File: src/rtl/data_launch_pkg.sv
// Shared definitions for data_launch: FSM state encoding, default parameters
// and the hold/gap counter width helper.
package data_launch_pkg;

  typedef enum logic [1:0] {
    IDLE = 2'b00,
    HOLD = 2'b01,
    GAP  = 2'b10
  } state_t;

  localparam int DEF_BUS_WIDTH   = 8;
  localparam int DEF_FIFO_DEPTH  = 4;
  localparam int DEF_HOLD_CYCLES = 4;
  localparam int DEF_GAP_CYCLES  = 4;

  // The counter is loaded with (cycles-1), so it must hold max(hold,gap)-1.
  function automatic int cnt_width(input int hold, input int gap);
    int m;
    m = (hold > gap) ? hold : gap;
    return (m > 1) ? $clog2(m) : 1;
  endfunction

endpackage

File: src/rtl/launch_fifo.sv
// Source-side buffer for data_launch: power-of-two circular FIFO with
// occupancy count; pushes are refused while full even if a pop occurs.
module launch_fifo #(
  parameter int W     = 8,
  parameter int DEPTH = 4,
  parameter int CW    = $clog2(DEPTH) + 1
) (
  input  logic         clk,
  input  logic         rst,
  input  logic [W-1:0] wr_data,
  input  logic         wr_valid,
  input  logic         rd,
  output logic [W-1:0] rd_data,
  output logic         full,
  output logic         empty,
  output logic [CW-1:0] count
);

  localparam int AW = $clog2(DEPTH);

  logic [W-1:0]  mem [DEPTH];
  logic [AW-1:0] wr_ptr;
  logic [AW-1:0] rd_ptr;
  logic          push;
  logic          pop;

  assign full    = (count == CW'(DEPTH));
  assign empty   = (count == '0);
  assign push    = wr_valid && !full;
  assign pop     = rd && !empty;
  assign rd_data = mem[rd_ptr];

  always_ff @(posedge clk) begin
    if (push) mem[wr_ptr] <= wr_data;
  end

  // Pointers wrap naturally because DEPTH is a power of two.
  always_ff @(posedge clk or posedge rst) begin
    if (rst) begin
      wr_ptr <= '0;
      rd_ptr <= '0;
      count  <= '0;
    end else begin
      if (push) wr_ptr <= wr_ptr + AW'(1);
      if (pop)  rd_ptr <= rd_ptr + AW'(1);
      case ({push, pop})
        2'b10:   count <= count + CW'(1);
        2'b01:   count <= count - CW'(1);
        default: count <= count;
      endcase
    end
  end

endmodule

File: src/rtl/data_launch.sv
// Launches buffered words onto a registered bus with an enable pulse of
// HOLD_CYCLES followed by GAP_CYCLES of settle time. Optional sticky overflow
// flag via DATA_LAUNCH_OVERFLOW_EN.
module data_launch
  import data_launch_pkg::*;
#(
  parameter int BUS_WIDTH   = DEF_BUS_WIDTH,
  parameter int FIFO_DEPTH  = DEF_FIFO_DEPTH,
  parameter int HOLD_CYCLES = DEF_HOLD_CYCLES,
  parameter int GAP_CYCLES  = DEF_GAP_CYCLES
) (
  input  logic                         CLK,
  input  logic                         RST,
  input  logic [BUS_WIDTH-1:0]         in_data,
  input  logic                         in_valid,
  output logic                         in_ready,
  output logic [BUS_WIDTH-1:0]         unsync_bus,
  output logic                         bus_enable,
  output logic                         busy,
  output logic [$clog2(FIFO_DEPTH):0]  fifo_count,
`ifdef DATA_LAUNCH_OVERFLOW_EN
  output logic                         overflow,
`endif
  output state_t                       fsm_state
);

  localparam int CNT_W = cnt_width(HOLD_CYCLES, GAP_CYCLES);

  logic [BUS_WIDTH-1:0] head;
  logic                 full;
  logic                 empty;
  logic                 pop;
  logic [CNT_W-1:0]     cnt;
  state_t               state;

  // Valid/ready: a word transfers on a rising CLK edge where in_valid && in_ready.
  assign in_ready  = !full;
  assign pop       = (state == IDLE) && !empty;
  assign busy      = (state != IDLE) || (fifo_count != '0);
  assign fsm_state = state;

  launch_fifo #(
    .W     (BUS_WIDTH),
    .DEPTH (FIFO_DEPTH)
  ) u_fifo (
    .clk      (CLK),
    .rst      (RST),
    .wr_data  (in_data),
    .wr_valid (in_valid),
    .rd       (pop),
    .rd_data  (head),
    .full     (full),
    .empty    (empty),
    .count    (fifo_count)
  );

  always_ff @(posedge CLK or posedge RST) begin
    if (RST) begin
      state      <= IDLE;
      cnt        <= '0;
      unsync_bus <= '0;
      bus_enable <= 1'b0;
    end else begin
      case (state)
        IDLE: begin
          if (!empty) begin
            unsync_bus <= head;
            bus_enable <= 1'b1;
            cnt        <= CNT_W'(HOLD_CYCLES - 1);
            state      <= HOLD;
          end
        end
        HOLD: begin
          if (cnt == '0) begin
            bus_enable <= 1'b0;
            cnt        <= CNT_W'(GAP_CYCLES - 1);
            state      <= GAP;
          end else begin
            cnt <= cnt - CNT_W'(1);
          end
        end
        GAP: begin
          // The bus keeps its word through the gap so the far side samples a stable value.
          if (cnt == '0) state <= IDLE;
          else           cnt   <= cnt - CNT_W'(1);
        end
        default: state <= IDLE;
      endcase
    end
  end

`ifdef DATA_LAUNCH_OVERFLOW_EN
  always_ff @(posedge CLK or posedge RST) begin
    if (RST)                  overflow <= 1'b0;
    else if (in_valid && full) overflow <= 1'b1;
  end
`endif

endmodule
File: config.mk
export PLATFORM = sky130hd
export DESIGN_NAME = data_launch
export DESIGN_NICKNAME = d
export VERILOG_FILES = /design/src/rtl/data_launch_pkg.sv /design/src/rtl/launch_fifo.sv /design/src/rtl/data_launch.sv
export SDC_FILE = /design/constraint.sdc
export NUM_CORES = 1
export LEC_CHECK = 0
export BUFFER_PORTS_ARGS = -buffer_cell sky130_fd_sc_hd__buf_2
export CAP_MARGIN = 15
export CORE_ASPECT_RATIO = 0.75
export CORE_MARGIN = 4
export CORE_UTILIZATION = 57
export CTS_CLUSTER_DIAMETER = 60
export DETAILED_ROUTE_END_ITERATION = 8
export GPL_TIMING_DRIVEN = 0
export PLACE_DENSITY = 0.89
export RECOVER_POWER = 25
export SLEW_MARGIN = 20
export SYNTH_ARGS = -nofsm -noshare
export SYNTH_HDL_FRONTEND = slang
export SYNTH_SLANG_ARGS = --single-unit
File: constraint.sdc
create_clock -name CLK -period 2.85 [get_ports CLK]
set_input_delay 0.285 -clock CLK [delete_from_list [all_inputs] [get_ports CLK]]
set_output_delay 0.285 -clock CLK [all_outputs]
set_load 0.03 [all_outputs]
* Yosys cells after proc, flatten, opt, wreduce, memory -nomap -nowiden
Memory sizes are Yosys's and may differ from the RTL's. A register that Yosys moved wholly into a read port is not among the register bits.
Index checks and enable logic that the tools add are counted.
** Storage, ports and cells
- Input port bits :: 11
- Output and inout bits :: 16
- Logic and storage cells :: 54
- Bits in registers :: 12
- Memories kept :: 1
- Memory bits (writable) :: 32
** Cells by class
- Bitwise gates (word level) :: 1
- Eq/ne operators :: 9
- Reduce and logical (&&, ||, !) cells :: 18
- $add $sub $neg :: 5
- Mux-type cells :: 14
** Memories
- u_fifo.mem :: depth 4, width 8, read ports 1, clocked after Yosys merged registers in 1, write ports 1, line launch_fifo.sv:21 : logic [W-1:0] mem [DEPTH];
** Operator list (count)
- 2-to-1 mux 2 bit :: 6
- case mux 2 bit (3 select lines) :: 2
- AND reduction 3 bit :: 3
- inequality test 2 bit, second input constant :: 4
- case mux 3 bit (2 select lines) :: 1
- nonzero test 2 bit :: 3
- nonzero test 3 bit :: 2
- adder 2 x 1 -> 2 bit, second input constant :: 2
- == test 2 x 1 -> 1 bit, second input constant :: 2
- == test 2 bit, second input constant :: 2
- zero test 2 bit :: 2
- 2-to-1 mux 1 bit :: 4
- adder 3 x 1 -> 3 bit, second input constant :: 1
- == test 3 bit, second input constant :: 1
- logical AND 1 bit :: 3
- zero test 3 bit :: 1
- subtractor 3 x 1 -> 3 bit, second input constant :: 1
- zero test 1 bit :: 2
- case mux 1 bit (2 select lines) :: 1
- AND reduction 2 bit :: 1
- subtractor 2 x 1 -> 2 bit, second input constant :: 1
- logical OR 1 bit :: 1
- inverter 1 bit :: 1

* Logic depth before layout (Yosys ltp)
Gate-level depths: netlist of the first run.
- Depth in word-level cells :: 6
- Gate-level depth with buffers :: 9
- Depth with buffers taken out :: 9

* Hierarchy
From an unflattened synthesis of the first run, not the netlist that was laid out.
** Second synthesis, totals
- Cell total of the unflattened synthesis :: 135
- Area total of the unflattened synthesis :: 2277.2 um^2
** Modules (own cells, without submodules)
- launch_fifo :: area each 1596.5 um^2, instances 1, cells each 80, seq. area each 1136.1 um^2
- data_launch :: area each 680.7 um^2, instances 1, cells each 55, seq. area each 325.3 um^2

* Worst setup path before layout of the first run
No wires, ideal clock.
- Path kind :: register to register
- Start :: register u_fifo.count[0]
- End :: register u_fifo.count[1]
- Slack :: 440 ps
- Path buffers :: 0
- Data required time :: 2725 ps
- Period minus slack after synthesis :: 2410 ps
- Data arrival time :: 2285 ps
- Library setup time :: 125 ps
- Stages on the path, launching flop included :: 7
- Path through :: dfrtp_1 -> or3b_1 -> and2_1 -> inv_1 -> ha_1 -> fa_1 -> mux2_2
** On the way
- Elaborated cells on any way between the ends :: 13
- Those cells by class :: add/sub: 2; eq/ne: 3; mux: 1; reduce/logical: 7
** RTL lines
- start, declared :: line launch_fifo.sv:16 : output logic [CW-1:0] count
- start signal, assigned :: line launch_fifo.sv:47 : 2'b10: count <= count + CW'(1);
- start signal, assigned :: line launch_fifo.sv:48 : 2'b01: count <= count - CW'(1);
- start signal, assigned :: line launch_fifo.sv:49 : default: count <= count;
- == test 3 bit * :: line launch_fifo.sv:27 : assign full = (count == CW'(DEPTH));
- zero test 1 bit *
- net in_ready :: line data_launch.sv:16 : output logic in_ready,
- logical AND 1 bit * :: line launch_fifo.sv:29 : assign push = wr_valid && !full;
- == test 2 x 1 -> 1 bit or == test 2 bit (tied branches) :: line launch_fifo.sv:46 : case ({push, pop})
- case mux 3 bit (2 select lines) or nonzero test 2 bit (tied branches)
Mark *: on every way through the listed nets, which the timed path passes. The rest lies on a longest branch.
A chain may end at the register's enable or synchronous reset.

* Worst setup path after layout of the first run
- Start :: register state[0] (netlist: fsm_state[0])
- End :: register u_fifo.count[2]
** On the way
- Cells in the longest elaborated chain, start to end :: 5
- Elaborated cells on any way between the ends :: 7
- Those cells by class :: eq/ne: 2; mux: 1; reduce/logical: 4
** RTL lines
- start, declared :: line data_launch.sv:34 : state_t state;
- start signal, assigned :: line data_launch.sv:59 : state <= IDLE;
- start signal, assigned :: line data_launch.sv:70 : state <= HOLD;
- start signal, assigned :: line data_launch.sv:77 : state <= GAP;
- zero test 2 bit * :: line data_launch.sv:38 : assign pop = (state == IDLE) && !empty;
- logical AND 1 bit * :: line data_launch.sv:38
- net pop :: line data_launch.sv:32 : logic pop;
- logical AND 1 bit * :: line launch_fifo.sv:30 : assign pop = rd && !empty;
- == test 2 x 1 -> 1 bit or == test 2 bit (tied branches) :: line launch_fifo.sv:46
- case mux 3 bit (2 select lines) or nonzero test 2 bit (tied branches)
Marked as above.

==> impl_metrics.env, run 1 <==
export IMPL_unrepaired_setup_endpoints_after_global_routing="false"
export IMPL_num_rows=19
export IMPL_setup_viol=0
export IMPL_fin_cells=232
export IMPL_rr_worst_depth=9
export IMPL_grt_pass1_vias=1268
export IMPL_core_area_mm2=0.00371
export IMPL_outcome="finished clean"
export IMPL_antenna_cells=0
export IMPL_number_of_nets_in_the_synthesized_netlist=169
export IMPL_tritoncts_clock_tree="done"
export IMPL_start_util_pct=59.7
export IMPL_post_synth_top_area_cell="edfxtp_1"
export IMPL_post_synth_cell_area_avg_um2=15.2
export IMPL_worstSetupEndpoint="u_fifo.count[2]"
export IMPL_post_route_cells_drive_above_1_share_pct=23.3
export IMPL_maxCapViolCount=0
export IMPL_area_growth_syn_to_layout_pct=12.2
export IMPL_fin_util_pct=67.0
export IMPL_dp_hpwl_um=2620
export IMPL_num_vias=1212
export IMPL_cts_buffers=5
export IMPL_timing_hold_worst_class="input pin to async pin"
export IMPL_drt_wl_cell_um=15.9
export IMPL_ys_seq_area_share_pct=66.0
export IMPL_clock_tree_buffer_depth=2
export IMPL_postSynthCellCount=146
export IMPL_cp_arrival_ns=2.62
export IMPL_rrSetupSlack_ns=0.43
export IMPL_syn_cell_area_mm2=0.00221
export IMPL_clock_latency_ns=0.31
export IMPL_report_final_hold_viol_count=0
export IMPL_drc_errors_left=0
export IMPL_nNetsFinal=202
export IMPL_drt_initial_drc_count=67
export IMPL_worst_ep_required_time_ns=3.05
export IMPL_slew_limit_headroom_pct=48.6
export IMPL_route_antenna_remaining_nets=0
export IMPL_timing_critical_path_to_type="flop"
export IMPL_final_clock_period_utilization_by_the_worst_path_pct=85.0
export IMPL_ys_seq_elements=52
export IMPL_worstReg2RegStart="fsm_state[0]"
export IMPL_timing_critical_path_fanout_max=10
export IMPL_wire_length_of_the_first_global_routing_pass_um=6090
export IMPL_post_cts_resized=0
export IMPL_antenna_found_initial=0
export IMPL_timing_worst_setup_path_type="flop to flop"
export IMPL_die_w_um=80.0
export IMPL_post_cts_setup_buffer_count=0
export IMPL_grt_overflow_total=0
export IMPL_timing_worst_slew_pin_value_ns=0.770
export IMPL_finalWorstPathRequiredPeriod_ns=2.42
export IMPL_clock_tree_htree_level_count=2
export IMPL_routabilityCongestion=0.771
export IMPL_grt_max_degree=21
export IMPL_finalSetupTns_ns=0
export IMPL_total_leakage_power_nw=1.03
export IMPL_grt_use_total_pct=17.4
export IMPL_fmaxAchievable_mhz=413
export IMPL_yosys_top_cells_area="edfxtp_1 (43%), dfrtp_1 (23%), mux4_2 (8.1%)"
export IMPL_post_drt_via_cell_ratio=5.22
export IMPL_startpoint_type="flop"
export IMPL_yosysWarningCount=0
export IMPL_synth_top_cell_area_share_pct=43.4
export IMPL_worstReg2RegEnd="u_fifo.count[2]"
export IMPL_io_buffers=26
export IMPL_clock_sinks=52
export IMPL_drt_pass1_iter_count=4
export IMPL_synth_lib_cells_used_distinct=30
export IMPL_cts_hold_buffers_added=0
export IMPL_drt_total_wl_um=3680
export IMPL_power_density_mw_per_mm2=1150
export IMPL_io_pin_count=27
export IMPL_ir_worst_vdd_mv=0.620
export IMPL_dieArea_mm2=0.00495
export IMPL_finClkSkew_ns=0.00824
export IMPL_placed_cells_incl_taps=224
export IMPL_die_h_um=62.0
export IMPL_path_clk_slew_ns=0.09
export IMPL_buffer_cell_driving_the_clock_tree_root="clkbuf_8"
export IMPL_startpoint="fsm_state[0]"
export IMPL_slew_viol_final=0
[worst max-delay path, cell delays in order (launching register included)]
cell and delay, ns:
dfrtp_1 0.41, inv_1 0.10, ha_1 0.23, o31ai_1 0.09
clkinv_1 0.35, ha_1 0.36, fa_1 0.40, xnor2_1 0.17
nor2_1 0.06, xor2_1 0.14
[sequential cells by signal (all words and copies together), names as in the netlist]
register,flops
u_fifo.rd_ptr,2
u_fifo.wr_ptr,2
u_fifo.count,3
u_fifo.mem,32
bus_enable,1
cnt,2
unsync_bus,8
fsm_state,2
[worst min path at each step]
stage	endpoint	slack, ns	cells past startpoint
final	fsm_state[1]	0.10	2
after global routing	u_fifo.rd_ptr[0]	0.18	2
after CTS	u_fifo.rd_ptr[0]	0.12	2
after detailed placement	fsm_state[1]	0.46	2
after global placement	bus_enable	0.44	2
after floorplan	bus_enable	0.25	1
[report_power, final]
group / switching, mW / total (mW) / leakage [nW] / internal, mW
combinational: 0.748 / 1.26 / 0.462 / 0.512
sequential: 0.130 / 1.18 / 0.532 / 1.05
clock: 0.234 / 0.406 / 0.0412 / 0.172
total: 1.11 / 2.85 / 1.03 / 1.74
[layer usage]
metal  routed length (um)  GRT usage, %  vias up
met5                    0             0        -
met4                   99          10.8        0
met3                  165          3.89       10
met2                 1920          31.4       25
met1                 1490          19.5      597
li1                     -             -      580
[cell families after synthesis]
family / after synthesis / synth area share (%)
XOR/XNOR: 6 / 2.37
buffers and inverters: 15 / 3.00
multiplexers: 12 / 10.3
AO/OA/AOI/OAI: 12 / 3.17
flip-flops: 52 / 66.0
AND/OR/NAND/NOR: 37 / 7.97
adder cells (fa/ha/maj): 12 / 7.12
[placed cells by master, fill, tap and decap left out, types with 3 or more instances in the layout]
cell type / count
nand2_1: 25
inv_1: 10
buf_2: 20
ha_1: 11
and3_1: 4
mux4_2: 8
clkbuf_8: 5
dfrtp_1: 20
o21ai_0: 3
a21oi_1: 3
edfxtp_1: 32
mux2_2: 3
xnor2_1: 5
clkbuf_1: 10
[synth_stat cells, drive strengths merged]
cell type,count
o21ai,4
and2,2
dfrtp,20
nor2,2
buf,3
xnor2,5
a22o,1
mux4,8
a21oi,3
nand2b,1
nand2,25
o22ai,1
o31ai,1
ha,11
a31oi,2
clkinv,1
and3,4
edfxtp,32
clkbuf,1
mux2,4
inv,10
fa,1
nor2b,1
xor2,1
or4b,1
or3b,1
[stage by stage]
step	power [mW]	hold WS [ns]	cell area, um2	worst slack [ns]
2_1_floorplan	2.14	0.249	2210	0.440
6_report	2.85	0.103	2480	0.427
5_1_grt	3.06	0.176	2480	0.172
4_1_cts	2.88	0.121	2490	0.404
3_3_place_gp	2.39	0.439	2410	0.505
3_5_place_dp	2.48	0.458	2410	0.426
[layout make-up]
type	count	area [um2]
clock buffer	6	72.6
clock inverter	2	12.5
timing repair buffer	26	120
inverter	11	41.3
tap	52	65.1
buffer	4	25.0
fill	260	1220
multi-input combinational	79	686
sequential	52	1460
Note: power is estimated with default switching activity, not from simulation.
==> run 2: changes to the inputs <==
--- a/config.mk
+++ b/config.mk
@@ -9,11 +9,12 @@
 export CAP_MARGIN = 15
 export CORE_ASPECT_RATIO = 0.75
 export CORE_MARGIN = 4
-export CORE_UTILIZATION = 57
+export CORE_UTILIZATION = 59
+export CTS_BUF_LIST = sky130_fd_sc_hd__clkbuf_4 sky130_fd_sc_hd__clkbuf_8
 export CTS_CLUSTER_DIAMETER = 60
 export DETAILED_ROUTE_END_ITERATION = 8
 export GPL_TIMING_DRIVEN = 0
-export PLACE_DENSITY = 0.89
+export PLACE_DENSITY = 0.92
 export RECOVER_POWER = 25
 export SLEW_MARGIN = 20
 export SYNTH_ARGS = -nofsm -noshare
==> constraint.sdc (replaced) <==
create_clock -name CLK -period 2.57 [get_ports CLK]
set_input_delay 0.257 -clock CLK [delete_from_list [all_inputs] [get_ports CLK]]
set_output_delay 0.257 -clock CLK [all_outputs]
set_load 0.03 [all_outputs]
==> run 2 against run 1 <==
Effect of this change:
- die area decreased by 3.0%
- register-to-register slack got worse by 0.12 ns
- core utilization increased by 5.8 points
- clock power increased by 32%
- first-iteration DRC count increased by 79%
- highest routed layer unchanged
- critical endpoint is now u_fifo.count[1]
- non-clock buffer count unchanged
- critical path depth decreased by 3
- clock skew increased by 0.0030 ns
- clock-buffer cell count decreased by 1
- fmax increased by 7.0%
==> impl_metrics.env, run 2 (synthesis gave the netlist of run 1 again) <==
export IMPL_outcome="finished clean"
export IMPL_clock_sinks=52
export IMPL_post_drt_via_cell_ratio=5.34
export IMPL_grt_pass1_vias=1307
export IMPL_finalSetupTns_ns=0
export IMPL_path_clk_slew_ns=0.09
export IMPL_grt_max_degree=21
export IMPL_final_cell_mix="edfxtp_1 (32), nand2_1 (25), buf_2 (20), dfrtp_1 (20), ha_1 (11)"
export IMPL_drt_initial_drc_count=120
export IMPL_timing_critical_path_fanout_max=6
export IMPL_start_util_pct=64.2
export IMPL_post_place_ws_ns=0.120
export IMPL_regMostFlops="u_fifo.mem"
export IMPL_drt_total_wl_um=3690
export IMPL_nNetsFinal=202
export IMPL_final_clock_period_utilization_by_the_worst_path_pct=88.1
export IMPL_worst_ep_required_time_ns=2.75
export IMPL_worst_path_buf_inv=1
export IMPL_tritoncts_clock_tree="done"
export IMPL_drc_errors_left=0
export IMPL_worstReg2RegStart="u_fifo.count[0]"
export IMPL_die_w_um=78.7
export IMPL_slew_limit_headroom_pct=48.9
export IMPL_worstReg2RegEnd="u_fifo.count[1]"
export IMPL_rr_worst_depth=6
export IMPL_dieArea_mm2=0.00481
export IMPL_path_delay_family="simple AND/OR/NAND/NOR gates"
export IMPL_buffer_cell_driving_the_clock_tree_root="clkbuf_8"
export IMPL_rrSetupSlack_ns=0.31
export IMPL_report_final_hold_viol_count=0
export IMPL_core_area_mm2=0.00345
export IMPL_clock_tree_htree_level_count=2
export IMPL_ir_worst_vdd_mv=0.739
export IMPL_most_common_library_cell_in_the_layout_ignoring_fill_and_taps="edfxtp_1"
export IMPL_timing_worst_slew_pin_value_ns=0.766
export IMPL_startpoint_type="flop"
export IMPL_largest_register_ffs=32
export IMPL_reg_largest_list="u_fifo.mem: 32 flops, unsync_bus: 8 flops, u_fifo.count: 3 flops"
export IMPL_num_vias=1228
export IMPL_clock_tree_buffer_depth=2
export IMPL_route_antenna_remaining_nets=0
export IMPL_cp_arrival_ns=2.44
export IMPL_die_h_um=61.0
export IMPL_grt_use_total_pct=17.8
export IMPL_maxCapViolCount=0
export IMPL_cts_hold_buffers_added=0
export IMPL_num_rows=18
export IMPL_nFillCells=230
export IMPL_final_seq_area_mm2=0.00146
export IMPL_timing_hold_worst_class="input pin to async pin"
export IMPL_post_cts_setup_buffer_count=0
export IMPL_antenna_found_initial=0
export IMPL_timing_worst_setup_path_type="flop to flop"
export IMPL_final_critical_path_setup_slack_ns=0.307
export IMPL_grt_overflow_total=0
export IMPL_io_pin_count=27
export IMPL_cts_buffers=5
export IMPL_post_cts_resized=0
export IMPL_unrepaired_setup_endpoints_after_global_routing="false"
export IMPL_power_density_mw_per_mm2=1300
export IMPL_slew_viol_final=0
export IMPL_clock_latency_ns=0.30
export IMPL_finClkSkew_ns=0.0112
export IMPL_drt_wl_cell_um=16.0
export IMPL_io_buffers=26
export IMPL_drt_pass1_iter_count=4
export IMPL_postPlaceCellArea_mm2=0.00241
export IMPL_dp_hpwl_um=2650
export IMPL_post_route_cells_drive_above_1_share_pct=24.4
export IMPL_wire_length_of_the_first_global_routing_pass_um=6300
export IMPL_slowest_stage="or3b_1"
export IMPL_timing_critical_path_slowest_cell_delay_ns=0.49
export IMPL_multiInputGateArea_um2=686
export IMPL_setup_viol=0
export IMPL_routabilityCongestion=0.851
export IMPL_fmaxAchievable_mhz=442
export IMPL_antenna_cells=0
export IMPL_crit_path_cell_trace="or3b_1 > and2_1 > inv_1 > ha_1 > fa_1 > mux2_2"
export IMPL_finalInstanceArea_mm2=0.00251
export IMPL_timing_critical_path_to_type="flop"
export IMPL_total_leakage_power_nw=1.05
export IMPL_finalWorstPathRequiredPeriod_ns=2.26
export IMPL_area_growth_syn_to_layout_pct=13.3
-- run 2: stage by stage --
| step | power [mW] | hold WS (ns) | util [%] | cells |
|---|---|---|---|---|
| 4_1_cts | 3.29 | 0.0921 | 73.1 | 230 |
| 5_1_grt | 3.50 | 0.148 | 72.8 | 230 |
| 6_report | 3.26 | 0.0761 | 72.8 | 230 |
| 2_1_floorplan | 2.37 | 0.221 | - | 146 |
| 3_3_place_gp | 2.65 | 0.417 | 69.8 | 222 |
| 3_5_place_dp | 2.74 | 0.424 | 69.8 | 222 |
-- run 2: per-layer routing --
layer	track usage (%)	up-vias	wire, um
li1	-	580	-
met1	22.2	615	1550
met2	31.4	27	1920
met3	4.39	6	166
met4	6.48	0	48
met5	0	-	0
-- run 2: cell type report --
class	instances	area share, %
Buffer	4	0.998
Clock buffer	5	2.74
Clock inverter	3	1.70
Inverter	11	1.65
Multi-Input combinational cell	79	27.3
Sequential cell	52	58.3
Tap cell	50	2.50
Timing Repair Buffer	26	4.79
-- run 2: worst max-delay path by stage --
stage                               start  depth (start not counted)         endpoint  slack, ns
final                     u_fifo.count[0]                          6  u_fifo.count[1]       0.31
after global placement       fsm_state[0]                          9  u_fifo.count[2]       0.23
after detailed placement     fsm_state[0]                          9  u_fifo.count[2]       0.12
after floorplan           u_fifo.count[0]                          6  u_fifo.count[1]       0.16
after global routing         fsm_state[0]                          9  u_fifo.count[2]       0.20
after CTS                    fsm_state[0]                          9  u_fifo.count[2]       0.07
-- run 2: power breakdown --
group / switching, mW / internal (mW)
clock network: 0.246 / 0.288
logic: 0.844 / 0.568
registers: 0.144 / 1.17
==> run 3: changes to the inputs <==
--- a/config.mk
+++ b/config.mk
@@ -5,12 +5,12 @@
 export SDC_FILE = /design/constraint.sdc
 export NUM_CORES = 1
 export LEC_CHECK = 0
+export ABC_AREA = 1
 export BUFFER_PORTS_ARGS = -buffer_cell sky130_fd_sc_hd__buf_2
-export CAP_MARGIN = 15
 export CORE_ASPECT_RATIO = 0.75
 export CORE_MARGIN = 4
-export CORE_UTILIZATION = 59
-export CTS_BUF_LIST = sky130_fd_sc_hd__clkbuf_4 sky130_fd_sc_hd__clkbuf_8
+export CORE_UTILIZATION = 60
+export CTS_BUF_LIST = sky130_fd_sc_hd__clkbuf_2 sky130_fd_sc_hd__clkbuf_4 sky130_fd_sc_hd__clkbuf_8
 export CTS_CLUSTER_DIAMETER = 60
 export DETAILED_ROUTE_END_ITERATION = 8
 export GPL_TIMING_DRIVEN = 0
==> run 3 against run 2 <==
Effect of this change:
- first-iteration DRC count up 14%
- critical path type unchanged
- largest cell class unchanged
- critical path depth up 3
- via count up 37%
- wire length up 24%
==> impl_metrics.env, run 3 <==
export IMPL_outcome="finished clean"
export IMPL_fmaxAchievable_mhz=454
export IMPL_synth_mux_area_fraction_pct=0
export IMPL_regMostFlops="u_fifo.mem"
export IMPL_number_of_nets_in_the_synthesized_netlist=278
export IMPL_antenna_found_initial=0
export IMPL_ys_seq_elements=52
export IMPL_area_growth_syn_to_layout_pct=12.1
export IMPL_reg_largest_list="u_fifo.mem: 32 flops, unsync_bus: 8 flops, u_fifo.count: 3 flops"
export IMPL_io_buffers=26
export IMPL_start_util_pct=64.4
export IMPL_synth_xor_area_share_pct=1.79
export IMPL_final_cell_mix="nand2_1 (91), inv_1 (49), edfxtp_1 (32)"
export IMPL_yosys_cell_count_top_type="nand2_1"
export IMPL_wire_length_of_the_first_global_routing_pass_um=7450
export IMPL_ys_seq_area_share_pct=59.7
export IMPL_clock_tree_htree_level_count=2
export IMPL_timing_critical_path_to_type="flop"
export IMPL_most_common_library_cell_in_the_layout_ignoring_fill_and_taps="nand2_1"
export IMPL_unrepaired_setup_endpoints_after_global_routing="false"
export IMPL_final_clock_period_utilization_by_the_worst_path_pct=85.6
export IMPL_syn_cell_area_mm2=0.00245
export IMPL_grt_overflow_total=0
export IMPL_drt_total_wl_um=4560
export IMPL_postSynthCellCount=255
export IMPL_post_drt_via_cell_ratio=4.94
export IMPL_die_h_um=63.3
export IMPL_synth_async_sr_flop_share_pct=38.5
export IMPL_finalInstanceArea_mm2=0.00275
export IMPL_grt_pass1_vias=1620
export IMPL_path_clk_slew_ns=0.09
export IMPL_finClkSkew_ns=0.00774
export IMPL_timing_critical_path_fanout_max=10
export IMPL_clock_tree_buffer_depth=2
export IMPL_route_antenna_remaining_nets=0
export IMPL_slew_limit_headroom_pct=48.9
export IMPL_die_w_um=81.8
export IMPL_timing_hold_worst_class="input pin to async pin"
export IMPL_synth_adder_area_share_pct=6.44
export IMPL_clock_latency_ns=0.31
export IMPL_dp_hpwl_um=3190
export IMPL_post_route_cells_drive_above_1_share_pct=13.5
export IMPL_yosys_top_cells_area="edfxtp_1 (39%), dfrtp_1 (20%), nand2_1 (14%)"
export IMPL_cts_buffers=5
export IMPL_antenna_cells=0
export IMPL_routabilityCongestion=0.807
export IMPL_num_vias=1684
export IMPL_yosys_top_cells_count="nand2_1 (91), inv_1 (49), edfxtp_1 (32)"
export IMPL_cts_hold_buffers_added=0
export IMPL_drt_wl_cell_um=13.4
export IMPL_setup_viol=0
export IMPL_grt_use_total_pct=19.5
export IMPL_finalSetupTns_ns=0
export IMPL_dieArea_mm2=0.00518
export IMPL_finalWorstPathRequiredPeriod_ns=2.20
export IMPL_power_density_mw_per_mm2=1340
export IMPL_startpoint="fsm_state[0]"
export IMPL_nNetsFinal=311
export IMPL_startpoint_type="flop"
export IMPL_report_final_hold_viol_count=0
export IMPL_maxCapViolCount=0
export IMPL_post_cts_setup_buffer_count=0
export IMPL_slew_viol_final=0
export IMPL_worst_ep_required_time_ns=2.77
export IMPL_design_power_total_mw=3.67
export IMPL_yosysWarningCount=0
export IMPL_post_synth_and_or_nand_nor_area_fraction_pct=20.8
export IMPL_clock_sinks=52
export IMPL_synth_edf_count=32
export IMPL_worstReg2RegStart="fsm_state[0]"
export IMPL_postPlaceCellArea_mm2=0.00265
export IMPL_drt_initial_drc_count=137
export IMPL_largest_register_ffs=32
export IMPL_num_rows=19
export IMPL_ir_worst_vdd_mv=1.15
export IMPL_post_synth_cell_area_avg_um2=9.61
export IMPL_post_synth_top_area_cell="edfxtp_1"
export IMPL_timing_worst_slew_pin_value_ns=0.766
export IMPL_buffer_cell_driving_the_clock_tree_root="clkbuf_8"
export IMPL_drt_pass1_iter_count=4
export IMPL_synth_compound_area_share_pct=1.33
export IMPL_ys_dominant_reg_cell="edfxtp_1"
export IMPL_total_leakage_power_nw=1.39
export IMPL_timing_worst_setup_path_type="flop to flop"
export IMPL_synth_top_cell_area_share_pct=39.2
export IMPL_synth_lib_cells_used_distinct=22
export IMPL_core_area_mm2=0.00380
export IMPL_drc_errors_left=0
export IMPL_io_pin_count=27
export IMPL_cp_arrival_ns=2.40
export IMPL_synth_top_family_by_area="simple AND/OR/NAND/NOR gates"
export IMPL_post_cts_resized=0
export IMPL_tritoncts_clock_tree="done"
export IMPL_grt_max_degree=21
-- run 3: power breakdown --
| part | leakage [nW] | internal [mW] | switching, mW |
|---|---|---|---|
| Clock | 0.0503 | 0.287 | 0.259 |
| Sequential | 0.533 | 1.17 | 0.147 |
| Combinational | 0.802 | 0.590 | 1.21 |
-- run 3: kinds of logic (layout without fill, tap and decap cells) --
family,after synthesis,after routing
AOI/OAI and AO/OA,6,6
and+or+nand+nor,123,123
DFF,52,52
adders and majority gates,12,12
xor gates and xnor gates,5,5
buffers and inverters,57,91
-- run 3: area by class of cell --
cell class                 count  area [um2]
timing repair buffer          26         120
sequential                    52        1460
buffer                         5        46.3
multi-input combinational    146         744
inverter                      52         198
tap                           52        65.1
fill                         264        1060
clock buffer                   5        68.8
clock inverter                 3        42.5
-- run 3: critical path, cell delays in order (launching register included) --
cell and delay, ns:
dfrtp_1 0.43, inv_1 0.11, ha_1 0.28, nand2_2 0.13, inv_2 0.11, ha_1 0.26, fa_1 0.42, nand2_1 0.10
nand3_1 0.10, xor2_1 0.15
-- run 3: routing by layer --
metal / part of all wire, % / up-vias / track usage (%)
met4: 1.9 / 0 / 7.68
met3: 7.2 / 8 / 4.56
li1: - / 849 / -
met1: 41 / 777 / 24.3
met2: 50 / 50 / 32.6
met5: 0 / - / 0
-- run 3: worst paths after layout --
check                                         to  slack (ns)  cells after the start
worst min register to register     unsync_bus[4]        0.48                      2
worst max-delay path             u_fifo.count[2]        0.37                      9
worst min-delay path            u_fifo.wr_ptr[0]        0.07                      2
max in group asynchronous          unsync_bus[3]        2.02                      2
min in group CLK                u_fifo.mem[3][0]        0.19                      1
worst max register to register   u_fifo.count[2]        0.37                      9
-- run 3: through the flow --
| step | utilization (%) | instances | hold WS [ns] | setup slack [ns] |
|---|---|---|---|---|
| 4_1_cts | 72.5 | 341 | 0.0838 | 0.384 |
| 2_1_floorplan | - | 255 | 0.221 | 0.447 |
| 3_5_place_dp | 69.5 | 333 | 0.422 | 0.510 |
| 6_report | 72.2 | 341 | 0.0660 | 0.370 |
| 5_1_grt | 72.2 | 341 | 0.135 | 0.203 |
| 3_3_place_gp | 69.5 | 333 | 0.406 | 0.543 |
